**src/rtl/vga_tile_scan_pkg.sv**
```systemverilog
// Shared timing defaults, widths and helpers for the tile-scanning VGA raster generator.
// Derived totals and sync windows are kept here so every file agrees on them.
package vga_tile_scan_pkg;

    localparam int DEF_H_ACTIVE = 640;
    localparam int DEF_H_FP     = 16;
    localparam int DEF_H_SYNC   = 96;
    localparam int DEF_H_BP     = 48;
    localparam int DEF_V_ACTIVE = 480;
    localparam int DEF_V_FP     = 10;
    localparam int DEF_V_SYNC   = 2;
    localparam int DEF_V_BP     = 33;
    localparam int DEF_X_SHIFT  = 7;
    localparam int DEF_Y_SHIFT  = 6;

    localparam int H_TOTAL  = DEF_H_ACTIVE + DEF_H_FP + DEF_H_SYNC + DEF_H_BP;
    localparam int V_TOTAL  = DEF_V_ACTIVE + DEF_V_FP + DEF_V_SYNC + DEF_V_BP;
    localparam int HS_START = DEF_H_ACTIVE + DEF_H_FP;
    localparam int HS_END   = HS_START + DEF_H_SYNC;
    localparam int VS_START = DEF_V_ACTIVE + DEF_V_FP;
    localparam int VS_END   = VS_START + DEF_V_SYNC;

    // Counters are sized for totals up to 4096 and shifts up to 9.
    localparam int CNT_W  = 12;
    localparam int ADDR_W = 6;
    localparam int PIX_W  = 8;

    typedef struct packed {
        logic active;
        logic hs;
        logic vs;
        logic sof;
    } vga_ctl_t;

    function automatic logic [ADDR_W-1:0] tile_addr(input logic [2:0] row,
                                                    input logic [2:0] col);
        return {row, col};
    endfunction

endpackage

```
**src/rtl/vga_tile_scan_if.sv**
```systemverilog
// Pixel-side bundle: RAM read port towards the tile RAM and the DAC pin outputs.
// The scanner is the master; the RAM/DAC side is the slave.
interface vga_tile_scan_if;
    import vga_tile_scan_pkg::*;

    logic [ADDR_W-1:0] read_addr;
    logic [PIX_W-1:0]  ram_q;
    logic [PIX_W-1:0]  rgb;
    logic              hsync;
    logic              vsync;
    logic              de;
    logic              frame_start;

    modport master (
        output read_addr,
        input  ram_q,
        output rgb,
        output hsync,
        output vsync,
        output de,
        output frame_start
    );

    modport slave (
        input  read_addr,
        output ram_q,
        input  rgb,
        input  hsync,
        input  vsync,
        input  de,
        input  frame_start
    );

endinterface

```
**src/rtl/vga_tile_scan_timing.sv**
```systemverilog
// Beam position counters plus the combinational stage-0 decode of active area,
// sync windows and start-of-frame.
module vga_tile_scan_timing
    import vga_tile_scan_pkg::*;
#(
    parameter int H_ACTIVE = DEF_H_ACTIVE,
    parameter int H_FP     = DEF_H_FP,
    parameter int H_SYNC   = DEF_H_SYNC,
    parameter int H_BP     = DEF_H_BP,
    parameter int V_ACTIVE = DEF_V_ACTIVE,
    parameter int V_FP     = DEF_V_FP,
    parameter int V_SYNC   = DEF_V_SYNC,
    parameter int V_BP     = DEF_V_BP
) (
    input  logic             clk,
    input  logic             rst_n,
    output logic [CNT_W-1:0] o_hcnt,
    output logic [CNT_W-1:0] o_vcnt,
    output vga_ctl_t         o_ctl
);

    localparam logic [CNT_W-1:0] HT_M1 = CNT_W'(H_ACTIVE + H_FP + H_SYNC + H_BP - 1);
    localparam logic [CNT_W-1:0] VT_M1 = CNT_W'(V_ACTIVE + V_FP + V_SYNC + V_BP - 1);
    localparam logic [CNT_W-1:0] HA    = CNT_W'(H_ACTIVE);
    localparam logic [CNT_W-1:0] VA    = CNT_W'(V_ACTIVE);
    localparam logic [CNT_W-1:0] HS_S  = CNT_W'(H_ACTIVE + H_FP);
    localparam logic [CNT_W-1:0] HS_E  = CNT_W'(H_ACTIVE + H_FP + H_SYNC);
    localparam logic [CNT_W-1:0] VS_S  = CNT_W'(V_ACTIVE + V_FP);
    localparam logic [CNT_W-1:0] VS_E  = CNT_W'(V_ACTIVE + V_FP + V_SYNC);

    logic [CNT_W-1:0] r_hcnt;
    logic [CNT_W-1:0] r_vcnt;
    logic             w_h_wrap;
    logic             w_v_wrap;

    assign w_h_wrap = (r_hcnt == HT_M1);
    assign w_v_wrap = (r_vcnt == VT_M1);

    // At the last pixel of the last line both counters return to 0 on one edge.
    always_ff @(posedge clk or negedge rst_n) begin
        if (!rst_n) begin
            r_hcnt <= '0;
            r_vcnt <= '0;
        end else if (w_h_wrap) begin
            r_hcnt <= '0;
            r_vcnt <= w_v_wrap ? '0 : r_vcnt + 1'b1;
        end else begin
            r_hcnt <= r_hcnt + 1'b1;
        end
    end

    always_comb begin
        o_ctl        = '0;
        o_ctl.active = (r_hcnt < HA) && (r_vcnt < VA);
        o_ctl.hs     = (r_hcnt >= HS_S) && (r_hcnt < HS_E);
        o_ctl.vs     = (r_vcnt >= VS_S) && (r_vcnt < VS_E);
        o_ctl.sof    = (r_hcnt == '0) && (r_vcnt == '0);
    end

    assign o_hcnt = r_hcnt;
    assign o_vcnt = r_vcnt;

endmodule

```
**src/rtl/vga_tile_scan.sv**
```systemverilog
// VGA raster generator fetching RGB332 tiles from a 64x8 RAM with 1-cycle read latency;
// sync and blanking are delayed to line up with the returned pixel data.
module vga_tile_scan
    import vga_tile_scan_pkg::*;
#(
    parameter int H_ACTIVE = DEF_H_ACTIVE,
    parameter int H_FP     = DEF_H_FP,
    parameter int H_SYNC   = DEF_H_SYNC,
    parameter int H_BP     = DEF_H_BP,
    parameter int V_ACTIVE = DEF_V_ACTIVE,
    parameter int V_FP     = DEF_V_FP,
    parameter int V_SYNC   = DEF_V_SYNC,
    parameter int V_BP     = DEF_V_BP,
    parameter bit SYNC_POL = 1'b0,
    parameter int X_SHIFT  = DEF_X_SHIFT,
    parameter int Y_SHIFT  = DEF_Y_SHIFT
) (
    input  logic            clk,
    input  logic            rst_n,
    vga_tile_scan_if.master bus
);

    function automatic logic [PIX_W-1:0] pix_mask(input logic vld,
                                                  input logic [PIX_W-1:0] q);
        return vld ? q : '0;
    endfunction

    logic [CNT_W-1:0] w_hcnt;
    logic [CNT_W-1:0] w_vcnt;
    vga_ctl_t         w_ctl_p0;
    logic [2:0]       w_col;
    logic [2:0]       w_row;

    vga_tile_scan_timing #(
        .H_ACTIVE (H_ACTIVE),
        .H_FP     (H_FP),
        .H_SYNC   (H_SYNC),
        .H_BP     (H_BP),
        .V_ACTIVE (V_ACTIVE),
        .V_FP     (V_FP),
        .V_SYNC   (V_SYNC),
        .V_BP     (V_BP)
    ) u_timing (
        .clk    (clk),
        .rst_n  (rst_n),
        .o_hcnt (w_hcnt),
        .o_vcnt (w_vcnt),
        .o_ctl  (w_ctl_p0)
    );

    // Tile coordinates wrap modulo 8; blanking addresses are fetched but masked later.
    assign w_col          = 3'(w_hcnt >> X_SHIFT);
    assign w_row          = 3'(w_vcnt >> Y_SHIFT);
    assign bus.read_addr  = tile_addr(w_row, w_col);

    // Stage 1: control captured on the same edge the RAM registers q.
    vga_ctl_t r_ctl_p1;

    always_ff @(posedge clk or negedge rst_n) begin
        if (!rst_n) begin
            r_ctl_p1 <= '0;
        end else begin
            r_ctl_p1 <= w_ctl_p0;
        end
    end

    // Stage 2: registered pins, all aligned to the pixel whose data arrives on ram_q.
    logic [PIX_W-1:0] r_rgb_p2;
    logic             r_vld_p2;
    logic             r_sof_p2;
    logic             r_hsync_p2;
    logic             r_vsync_p2;

    always_ff @(posedge clk or negedge rst_n) begin
        if (!rst_n) begin
            r_rgb_p2   <= '0;
            r_vld_p2   <= 1'b0;
            r_sof_p2   <= 1'b0;
            r_hsync_p2 <= ~SYNC_POL;
            r_vsync_p2 <= ~SYNC_POL;
        end else begin
            r_rgb_p2   <= pix_mask(r_ctl_p1.active, bus.ram_q);
            r_vld_p2   <= r_ctl_p1.active;
            r_sof_p2   <= r_ctl_p1.sof;
            r_hsync_p2 <= r_ctl_p1.hs ^ ~SYNC_POL;
            r_vsync_p2 <= r_ctl_p1.vs ^ ~SYNC_POL;
        end
    end

    assign bus.rgb         = r_rgb_p2;
    assign bus.de          = r_vld_p2;
    assign bus.frame_start = r_sof_p2;
    assign bus.hsync       = r_hsync_p2;
    assign bus.vsync       = r_vsync_p2;

endmodule

```
**src/flat_wrapper.sv**
```systemverilog
// flat-port wrapper written by rule: the top's interface ports become plain ports
module vga_tile_scan_flat import vga_tile_scan_pkg::*;
#(
    parameter int H_ACTIVE = DEF_H_ACTIVE,
    parameter int H_FP     = DEF_H_FP,
    parameter int H_SYNC   = DEF_H_SYNC,
    parameter int H_BP     = DEF_H_BP,
    parameter int V_ACTIVE = DEF_V_ACTIVE,
    parameter int V_FP     = DEF_V_FP,
    parameter int V_SYNC   = DEF_V_SYNC,
    parameter int V_BP     = DEF_V_BP,
    parameter bit SYNC_POL = 1'b0,
    parameter int X_SHIFT  = DEF_X_SHIFT,
    parameter int Y_SHIFT  = DEF_Y_SHIFT
)
  (clk, rst_n, bus_read_addr, bus_ram_q, bus_rgb, bus_hsync, bus_vsync, bus_de, bus_frame_start);
  vga_tile_scan_if bus_i ();
  input  logic clk;
  input  logic rst_n;
  output wire logic [$bits(bus_i.read_addr)-1:0] bus_read_addr;
  input wire logic [$bits(bus_i.ram_q)-1:0] bus_ram_q;
  output wire logic [$bits(bus_i.rgb)-1:0] bus_rgb;
  output wire logic [$bits(bus_i.hsync)-1:0] bus_hsync;
  output wire logic [$bits(bus_i.vsync)-1:0] bus_vsync;
  output wire logic [$bits(bus_i.de)-1:0] bus_de;
  output wire logic [$bits(bus_i.frame_start)-1:0] bus_frame_start;
  assign bus_read_addr = bus_i.read_addr;
  assign bus_i.ram_q = bus_ram_q;
  assign bus_rgb = bus_i.rgb;
  assign bus_hsync = bus_i.hsync;
  assign bus_vsync = bus_i.vsync;
  assign bus_de = bus_i.de;
  assign bus_frame_start = bus_i.frame_start;
  vga_tile_scan #(.H_ACTIVE(H_ACTIVE), .H_FP(H_FP), .H_SYNC(H_SYNC), .H_BP(H_BP), .V_ACTIVE(V_ACTIVE), .V_FP(V_FP), .V_SYNC(V_SYNC), .V_BP(V_BP), .SYNC_POL(SYNC_POL), .X_SHIFT(X_SHIFT), .Y_SHIFT(Y_SHIFT)) u_core (.clk(clk), .rst_n(rst_n), .bus(bus_i));
endmodule
```
**config.mk**
```make
export PLATFORM = sky130hd
export DESIGN_NAME = vga_tile_scan_flat
export DESIGN_NICKNAME = d
export VERILOG_FILES = /design/src/rtl/vga_tile_scan_pkg.sv /design/src/rtl/vga_tile_scan_if.sv /design/src/rtl/vga_tile_scan_timing.sv /design/src/rtl/vga_tile_scan.sv /design/src/flat_wrapper.sv
export SDC_FILE = /design/constraint.sdc
export NUM_CORES = 1
export LEC_CHECK = 0
export ABC_AREA = 1
export CORE_MARGIN = 10
export CORE_UTILIZATION = 26
export DETAILED_ROUTE_END_ITERATION = 8
export SYNTH_ARGS = -nofsm -noshare
export SYNTH_HDL_FRONTEND = slang
export SYNTH_HIERARCHICAL = 1
export SYNTH_SLANG_ARGS = --single-unit
```
**constraint.sdc**
```tcl
create_clock -name clk -period 1.3 [get_ports clk]
set_input_delay 0.26 -clock clk [delete_from_list [all_inputs] [get_ports clk]]
set_output_delay 0.26 -clock clk [all_outputs]
set_load 0.01 [all_outputs]
```
# Yosys cells after proc, flatten, opt, wreduce, memory -nomap -nowiden
# Index checks and enable logic that the tools add are counted.
[op_classes]
add_sub_neg = 2
order_cmp = 6
eq_ne = 2
n_mux = 3
bitwise = 2
n_reduce_logical = 6
[ops]
columns = ["operator", "n"]
rows = [
  ["12-bit by 1-bit adder with 12-bit output, second input constant", 2],
  ["12-bit by 10-bit equality test with 1-bit output, second input constant", 2],
  ["12-bit logical NOT", 2],
  ["12-bit by 10-bit less-than comparator with 1-bit output, second input constant", 2],
  ["12-bit by 9-bit less-than comparator with 1-bit output, second input constant", 2],
  ["12-bit 2-to-1 mux", 2],
  ["12-bit by 10-bit greater-or-equal comparator with 1-bit output, second input constant", 1],
  ["12-bit by 9-bit greater-or-equal comparator with 1-bit output, second input constant", 1],
  ["8-bit 2-to-1 mux", 1],
  ["1-bit logical AND", 4],
  ["1-bit NOT", 2],
]
[totals]
reg_bits = 40
out_inout_bits = 18
wordCells = 32

# Logic depth before layout (Yosys ltp)
# Gate-level depths: netlist of the first run.
[logic_depth]
word_depth = 2
depth_mapped = 9
ltp_nobuf = 8

# Modules after synthesis
# The synthesis of the first run kept the hierarchy.
[by_module_without_submodules]
columns = ["mod", "n_inst", "cells_each", "area_each_um2", "seq_area_each_um2"]
rows = [
  ["vga_tile_scan_timing", 1, 213, 1550.2, 600.6],
  ["vga_tile_scan", 1, 35, 475.5, 402.9],
]

# Worst setup path after synthesis of the first run
# Ideal clock, no wire load.
[synth_path]
kind = "reg-to-reg"
from = "register u_core.u_timing.r_hcnt[0] (netlist: u_core/u_timing/o_hcnt[0])"
to = "register u_core.u_timing.r_vcnt[8] (netlist: u_core/u_timing/o_vcnt[8])"
t_arrival_ns = 1.301
slack_ns = -0.120
path_stages_with_launch = 10
path_buffers = 1
cell_sequence = "dfrtp_1 ha_1 nand2_2 nor2_4 nand3_4 nor2_8 inv_2 buf_6 nand2_1 o21ai_2"
[synth_via]
elab_chain_cells = 1
[synth_lines]
columns = ["element", "line", "source"]
rows = [
  ["start, declared", "vga_tile_scan_timing.sv:31", "logic [CNT_W-1:0] r_hcnt;"],
  ["start signal, assigned", "vga_tile_scan_timing.sv:48", "r_hcnt <= r_hcnt + 1'b1;"],
  ["12-bit by 10-bit equality test with 1-bit output", "vga_tile_scan_timing.sv:36", "assign w_h_wrap = (r_hcnt == HT_M1);"],
  ["end signal, assigned", "vga_tile_scan_timing.sv:46", "r_vcnt <= w_v_wrap ? '0 : r_vcnt + 1'b1;"],
  ["end, declared", "vga_tile_scan_timing.sv:32", "logic [CNT_W-1:0] r_vcnt;"],
]
# No other way between the ends.
# A chain may end at the register's enable or synchronous reset.

# Final worst setup path of the first run
[layout_path]
from = "register u_core.u_timing.r_hcnt[0] (netlist: u_core/u_timing/o_hcnt[0])"
to = "register u_core.u_timing.r_vcnt[11] (netlist: u_core/u_timing/o_vcnt[11])"
# The elaborated chain is that of the path after synthesis.

==> summary.md, run 1 <==
| Metric | Value |
|---|---|
| Status | `finished with violations` |
| Failing checks | `negative setup slack` |
| DR iter-0 viols | `64` |
| Initial antenna violation count | `0` |
| Gr usage total | `7.79%` |
| Reported max-cap violation count | `0` |
| Starting Density | `26.5%` |
| Final Critical Period | `~1400 ps` |
| Post-synth EDFFs | `0` |
| CP Class | `flip-flop to flip-flop` |
| Die Y-Extent | `108 microns` |
| Pwr Density | `848 nW/um^2` |
| Final nets | `328` |
| Worst path max stage delay | `roughly 370 ps` |
| Ratio of cells with drive above 1 in the final layout | `25.1%` |
| Core Area | `7650 sq um` |
| Asr flop ratio synth | `100%` |
| DIE AREA | `11700 sq um` |
| Cells after Synth | `approximately 250` |
| P_leak | `1.42 nW` |
| Worst setup EP type | `flip-flop` |
| Final WL | `about 4600 microns` |
| Clock tree sinks | `40` |
| Worst slew pin tran | `267 ps` |
| Leading area contributor after synthesis | `dfrtp_1` |
| Vias in the first global route | `1693` |
| Synth Cell Area | `2030 sq um` |
| Worst reg2reg path startpoint | `u_core/u_timing/o_hcnt[0]$_DFF_PN0_` |
| Reg2Reg Depth | `8` |
| Syn_nets | `262` |
| Worst r2r dst | `u_core/u_timing/o_vcnt[11]$_DFFE_PN0N_` |
| Top cells by area, synth | `dfrtp_1, nand2_1, inv_1` |
| # rows | `32` |
| Fillers | `793` |
| CTS root buffer | `clkbuf_8` |
| Min Hold Slack | `353 ps` |
| Port-buffer cells | `27` |
| Worst VDD drop | `0.374 mV` |
| Post-route cell area | `2800 sq um` |
| Worst setup margin | `-80.1 ps` |
| Global-route wire length before repair | `7460 microns` |
| Area grow syn2layout | `38.4%` |
| Critical Path Stages | `8` |
| Gpl congestion | `0.857` |
| Synth Register Bits | `40` |
| Clock Tree Buf Depth | `2` |
| Min-Delay Path Class | `input pin to async pin` |
| Crit path cell chain | `ha_2, nand2_2, nor2_4, nand3_4, nor2_8, buf_4, nand3_1, o21ai_1` |
| Boundary Pins | `28` |
| CTS tree | `built` |
| Post-synthesis sequential area ratio | `approximately half` |
| Ant. Diodes | `0` |
| Synth top area share | `46.9%` |
| CTS Buf Count | `5` |
| Clk_skew | `7.51 ps` |
| Worst-skew pair later-pin latency | `290 ps` |
| Vias per cell | `between 4 and 5` |
| DP HPWL | `3410 microns` |
| Antenna Nets Post-Route | `0` |
| Final hold violation count | `0` |
| Final Max Slew Viols | `0` |
| M2 GR Usage | `13.8%` |
| Crit start category | `flip-flop` |
| H-tree depth | `2` |
| Syn. warnings | `6` |
| Slowest CP cell | `dfrtp_1` |
| Die X | `108 microns` |
| Met3 Resource Use GR | `2.02%` |
| Sequential cell area | `1010 sq um` |
| Placed cell areas | `2600 sq um` |
| Average size of a mapped cell | `8.17 sq um` |
| Crit path required time | `1510 ps` |
| Largest net degree at the start of global routing | `22` |
| WP buf/inv | `1` |
| RSZ-0062 raised after global routing | `true` |
| DRC | `0` |
| M1 GR Usage | `8.62%` |
| Maximum clock rate | `0.725 GHz` |
| Pwr Total | `~2.4 mW` |
| Area of the multi-input gates | `872 sq um` |
| Critical path's top delay family | `simple AND/OR/NAND/NOR gates` |
| Clock Pin Slew Worst Setup and Hold Paths | `80 ps` |
| Fin util | `36.7%` |
| CP Max Fanout | `5` |
| Slew headroom | `82.2%` |
| Final Setup Violations | `16` |
| Synth unique cells | `29` |
| Via count | `roughly 1800` |
| Wire per inst | `10.9 microns` |
| TritonRoute pass-1 iters | `4` |
| Total Neg Setup Slack | `-695 ps` |
| Crit path DAT | `around 1600 ps` |
| Global routing's busiest layer | `met2` |
| Gr ovfl total | `0` |
| Worst R2R Setup Slack | `-80 ps` |
| Ys flop type | `dfrtp_1` |
| Period utilisation layout | `106%` |
==> Yosys cell counts, types with 3 or more instances <==
library cell	number
dfrtp_1	38
ha_1	4
inv_1	40
inv_2	6
nand2_1	56
nand3_1	19
nand4_1	6
nor2_1	28
nor3_1	9
o21ai_1	9
o21ai_2	3
xor2_1	8
==> worst max path at each step <==
| stage | from | end | slack [ps] |
|---|---|---|---|
| global route | u_core/u_timing/o_hcnt[0]$_DFF_PN0_ | u_core/u_timing/o_vcnt[1]$_DFFE_PN0N_ | -180 |
| detailed placement | u_core/u_timing/o_hcnt[1]$_DFF_PN0_ | u_core/u_timing/o_vcnt[3]$_DFFE_PN0N_ | -60 |
| global placement | u_core/u_timing/o_hcnt[1]$_DFF_PN0_ | u_core/u_timing/o_vcnt[4]$_DFFE_PN0N_ | -20 |
| CTS | u_core/u_timing/o_hcnt[0]$_DFF_PN0_ | u_core/u_timing/o_vcnt[6]$_DFFE_PN0N_ | -70 |
| finish | u_core/u_timing/o_hcnt[0]$_DFF_PN0_ | u_core/u_timing/o_vcnt[11]$_DFFE_PN0N_ | -80 |
| floorplan | u_core/u_timing/o_hcnt[0]$_DFF_PN0_ | u_core/u_timing/o_vcnt[8]$_DFFE_PN0N_ | -120 |
==> cell families after synthesis <==
logic type	share of synthesized area, %
XOR/XNOR	3.89
AND/OR/NAND/NOR	29.3
AO/OA/AOI/OAI	4.94
adder cells (fa/ha/maj)	2.47
buffers and inverters	9.88
flip-flops	49.5
==> metal layers <==
layer	up-vias	wire, microns
li1	908	-
met1	828	1890
met4	0	95
met3	9	195
met2	39	2380
met5	-	0
==> registers in the layout, summed over array words and instances, names as in the netlist <==
| signal | flops |
|---|---|
| u_core/bus.de | 1 |
| u_core/r_ctl_p1 | 4 |
| u_core/u_timing/o_vcnt | 12 |
| u_core/bus.rgb | 8 |
| u_core/bus.vsync | 1 |
| u_core/u_timing/o_hcnt | 12 |
| u_core/bus.frame_start | 1 |
| u_core/bus.hsync | 1 |
==> report_power, final <==
| part | internal, mW | total (mW) | switching (mW) |
|---|---|---|---|
| Sequential | 1.26 | 1.26 | 0.00238 |
| Combinational | 0.0440 | 0.0893 | 0.0454 |
| Clock | 0.578 | 1.03 | 0.453 |
| Total | 1.88 | 2.38 | 0.501 |
==> final cells by class <==
class / count / area share [%]
clock buffer: 5 / 2.45
sequential: 40 / 35.9
timing repair buffer: 62 / 18.1
clock inverter: 3 / 1.70
tap: 102 / 4.55
multi-input combinational: 159 / 31.1
inverter: 46 / 6.25
==> what timing repair did <==
item,CTS,global route
endpoints found under the hold margin,8,0
gates resized for setup,25,22
setup endpoints to repair,32,29
pin swaps,0,2
setup buffers,5,3
hold buffers,1,0
==> stage by stage <==
stage,setup WS [ps],std cells
floorplan,-117,248
global placement,-23.8,401
detailed placement,-64.3,401
CTS,-74.5,415
global route,-177,417
finish,-80.1,417
==> placed cells by master (no fill, tap or decap), types with 2 or more instances in the layout <==
master | synthesis | layout
clkinv_4 | 0 | 2
nand4_1 | 6 | 6
nand3_1 | 19 | 17
dfrtp_1 | 38 | 36
nor2_2 | 2 | 5
clkdlybuf4s50_1 | 0 | 8
nand2_2 | 2 | 3
clkbuf_8 | 0 | 5
dlygate4sd2_1 | 0 | 13
dfstp_2 | 2 | 2
nor2_1 | 28 | 23
dfrtp_2 | 0 | 2
buf_2 | 1 | 3
xor2_1 | 8 | 8
buf_4 | 0 | 32
buf_6 | 2 | 2
o21ai_2 | 3 | 4
nor3_1 | 9 | 9
clkdlybuf4s15_1 | 0 | 2
nor2_4 | 1 | 3
nand3_2 | 0 | 2
ha_1 | 4 | 3
o21ai_1 | 9 | 9
inv_2 | 6 | 5
nand2_1 | 56 | 55
inv_1 | 40 | 40
Note: power is estimated with default switching activity, not from simulation.
==> run 2: changes to the inputs <==
- MAX_ROUTING_LAYER: unset -> met4
==> run 2 against run 1 <==
Against the previous run: the run still ends with negative setup slack left; power about the same; first-iteration DRC count is 11% higher; via count is 1.6% lower; hold slack worse by 0.95 ps; largest power group unchanged; highest routed layer unchanged.
==> summary.md, run 2 (synthesized netlist as in run 1, its figures left out) <==
| Metric | Value |
|---|---|
| Status | `finished with violations` |
| Failing checks | `negative setup slack` |
| Clk pwr share | `between 40% and 50%` |
| DR iter-0 viols | `71` |
| Count of placed standard cells including taps | `401` |
| Final WL | `4560 microns` |
| Most frequent cells in the layout | `nand2_1, inv_1, dfrtp_1` |
| Final Max Slew Viols | `0` |
| Final hold violation count | `0` |
| Antenna Nets Post-Route | `0` |
| Worst setup EP type | `flip-flop` |
| Ratio of cells with drive above 1 in the final layout | `25.1%` |
| Reported max-cap violation count | `0` |
| Die Y-Extent | `about 110 microns` |
| Final Setup Violations | `16` |
| DRC | `0` |
| DIE AREA | `11700 sq um` |
| Port-buffer cells | `27` |
| Core Area | `around 7600 sq um` |
| Gr ovfl total | `0` |
| Largest net degree at the start of global routing | `22` |
| CTS Buf Count | `5` |
| Clk_skew | `between 8 and 9 ps` |
| Commonest non-fill, non-tap cell in the layout | `nand2_1` |
| Vias in the first global route | `roughly 1700` |
| Min-Delay Path Class | `input pin to async pin` |
| Clock tree sinks | `40` |
| Sequential power share | `52.9%` |
| Slew headroom | `82.2%` |
| Starting Density | `26.5%` |
| Boundary Pins | `28` |
| Final nets | `328` |
| Final Critical Period | `1380 ps` |
| Maximum clock rate | `0.724 GHz` |
| Clock Pin Slew Worst Setup and Hold Paths | `80 ps` |
| Via count | `1756` |
| Worst setup margin | `-81.6 ps` |
| P_leak | `1.42 nW` |
| Area grow syn2layout | `38.4%` |
| CP Max Fanout | `5` |
| CP Class | `flip-flop to flip-flop` |
| Gpl congestion | `between 0.8 and 0.9` |
| Vias per cell | `4.21` |
| Combinational share of power | `3.8%` |
| Worst slew pin tran | `~270 ps` |
| Gr usage total | `8.03%` |
| Crit path DAT | `1590 ps` |
| Pint | `1.88 mW` |
| Worst VDD drop | `0.374 mV` |
| Worst slack, placed | `-64.3 ps` |
| Global-route wire length before repair | `7450 microns` |
| Psw | `0.499 mW` |
| CTS root buffer | `clkbuf_8` |
| CTS tree | `built` |
| Crit path required time | `1510 ps` |
| Wire per inst | `10.9 microns` |
| RSZ-0062 raised after global routing | `true` |
| Crit start category | `flip-flop` |
| Period utilisation layout | `106%` |
| Pwr Density | `847 nW/um^2` |
| Worst-skew pair later-pin latency | `290 ps` |
| # rows | `32` |
| Sw Share | `21.0%` |
| DP HPWL | `3410 microns` |
| Die X | `108 microns` |
| Ant. Diodes | `0` |
| Initial antenna violation count | `0` |
| TritonRoute pass-1 iters | `4` |
| Clock Tree Buf Depth | `2` |
| Non-Filler Instances | `about 420` |
| H-tree depth | `2` |
-- run 2: per-layer routing --
metal	part of all wire, %	track usage, %	wire, microns	vias to the layer above
met3	3.4	1.90	156	4
met1	42	8.69	1920	821
met4	1.6	3.30	71	0
met5	0	-	0	-
met2	53	13.8	2420	25
li1	-	-	-	906
-- run 2: power groups by stage --
stage	clock, mW	sequential, mW	combinational [mW]
6_report	1.03	1.26	0.0894
2_1_floorplan	0	1.29	0.00901
3_5_place_dp	0	1.28	0.0988
4_1_cts	1.06	1.26	0.0927
3_3_place_gp	0	1.28	0.0989
5_1_grt	1.14	1.26	0.101
-- run 2: repair_timing --
item                                    in CTS  in global routing
endpoints found under the setup margin      32                 29
resized for setup                           25                 22
pin swaps                                    0                  2
hold buffers                                 1                  0
hold endpoints to repair                     8                  0
buffers inserted                             5                  3
-- run 2: area by class of cell --
type / count / area, sq um
inverter: 46 / 175
clock buffer: 5 / 68.8
sequential: 40 / 1010
multi-input combinational: 159 / 872
timing repair buffer: 62 / 507
tap: 102 / 128
fill: 793 / 4840
clock inverter: 3 / 47.5
-- run 2: final timing paths --
| path | start | to | slack [ps] | cells after the start |
|---|---|---|---|---|
| setup / recovery | u_core/u_timing/o_hcnt[0]$_DFF_PN0_ | u_core/u_timing/o_vcnt[11]$_DFFE_PN0N_ | -80 | 8 |
| hold / removal | rst_n | u_core/bus.rgb[7]$_DFF_PN0_ | 350 | 2 |
| setup reg to reg | u_core/u_timing/o_hcnt[0]$_DFF_PN0_ | u_core/u_timing/o_vcnt[11]$_DFFE_PN0N_ | -80 | 8 |
| hold reg to reg | u_core/r_ctl_p1[0]$_DFF_PN0_ | u_core/bus.frame_start$_DFF_PN0_ | 350 | 0 |
| max in group asynchronous | rst_n | u_core/u_timing/o_vcnt[8]$_DFFE_PN0N_ | 400 | 3 |
| min in group clk | u_core/r_ctl_p1[0]$_DFF_PN0_ | u_core/bus.frame_start$_DFF_PN0_ | 350 | 0 |
-- run 2: stage by stage --
step                      hold WS (ps)  TNS, ps  utilization [%]  total power, mW  cell area, sq um
after floorplan                  -35.6     -806                -             1.30              2030
after global placement             126     -110             33.9             1.38              2600
after detailed placement           126     -661             33.9             1.38              2600
after CTS                          341     -916             35.9             2.41              2750
after global routing               355    -2350             36.7             2.50              2800
final                              352     -688             36.7             2.38              2800
-- run 2: critical path, stage by stage (launching register included) --
cell and delay, ps:
dfrtp_1 370, ha_2 190, nand2_2 70, nor2_4 130, nand3_4 100, nor2_8 140, buf_4 140, nand3_1 70
o21ai_1 90
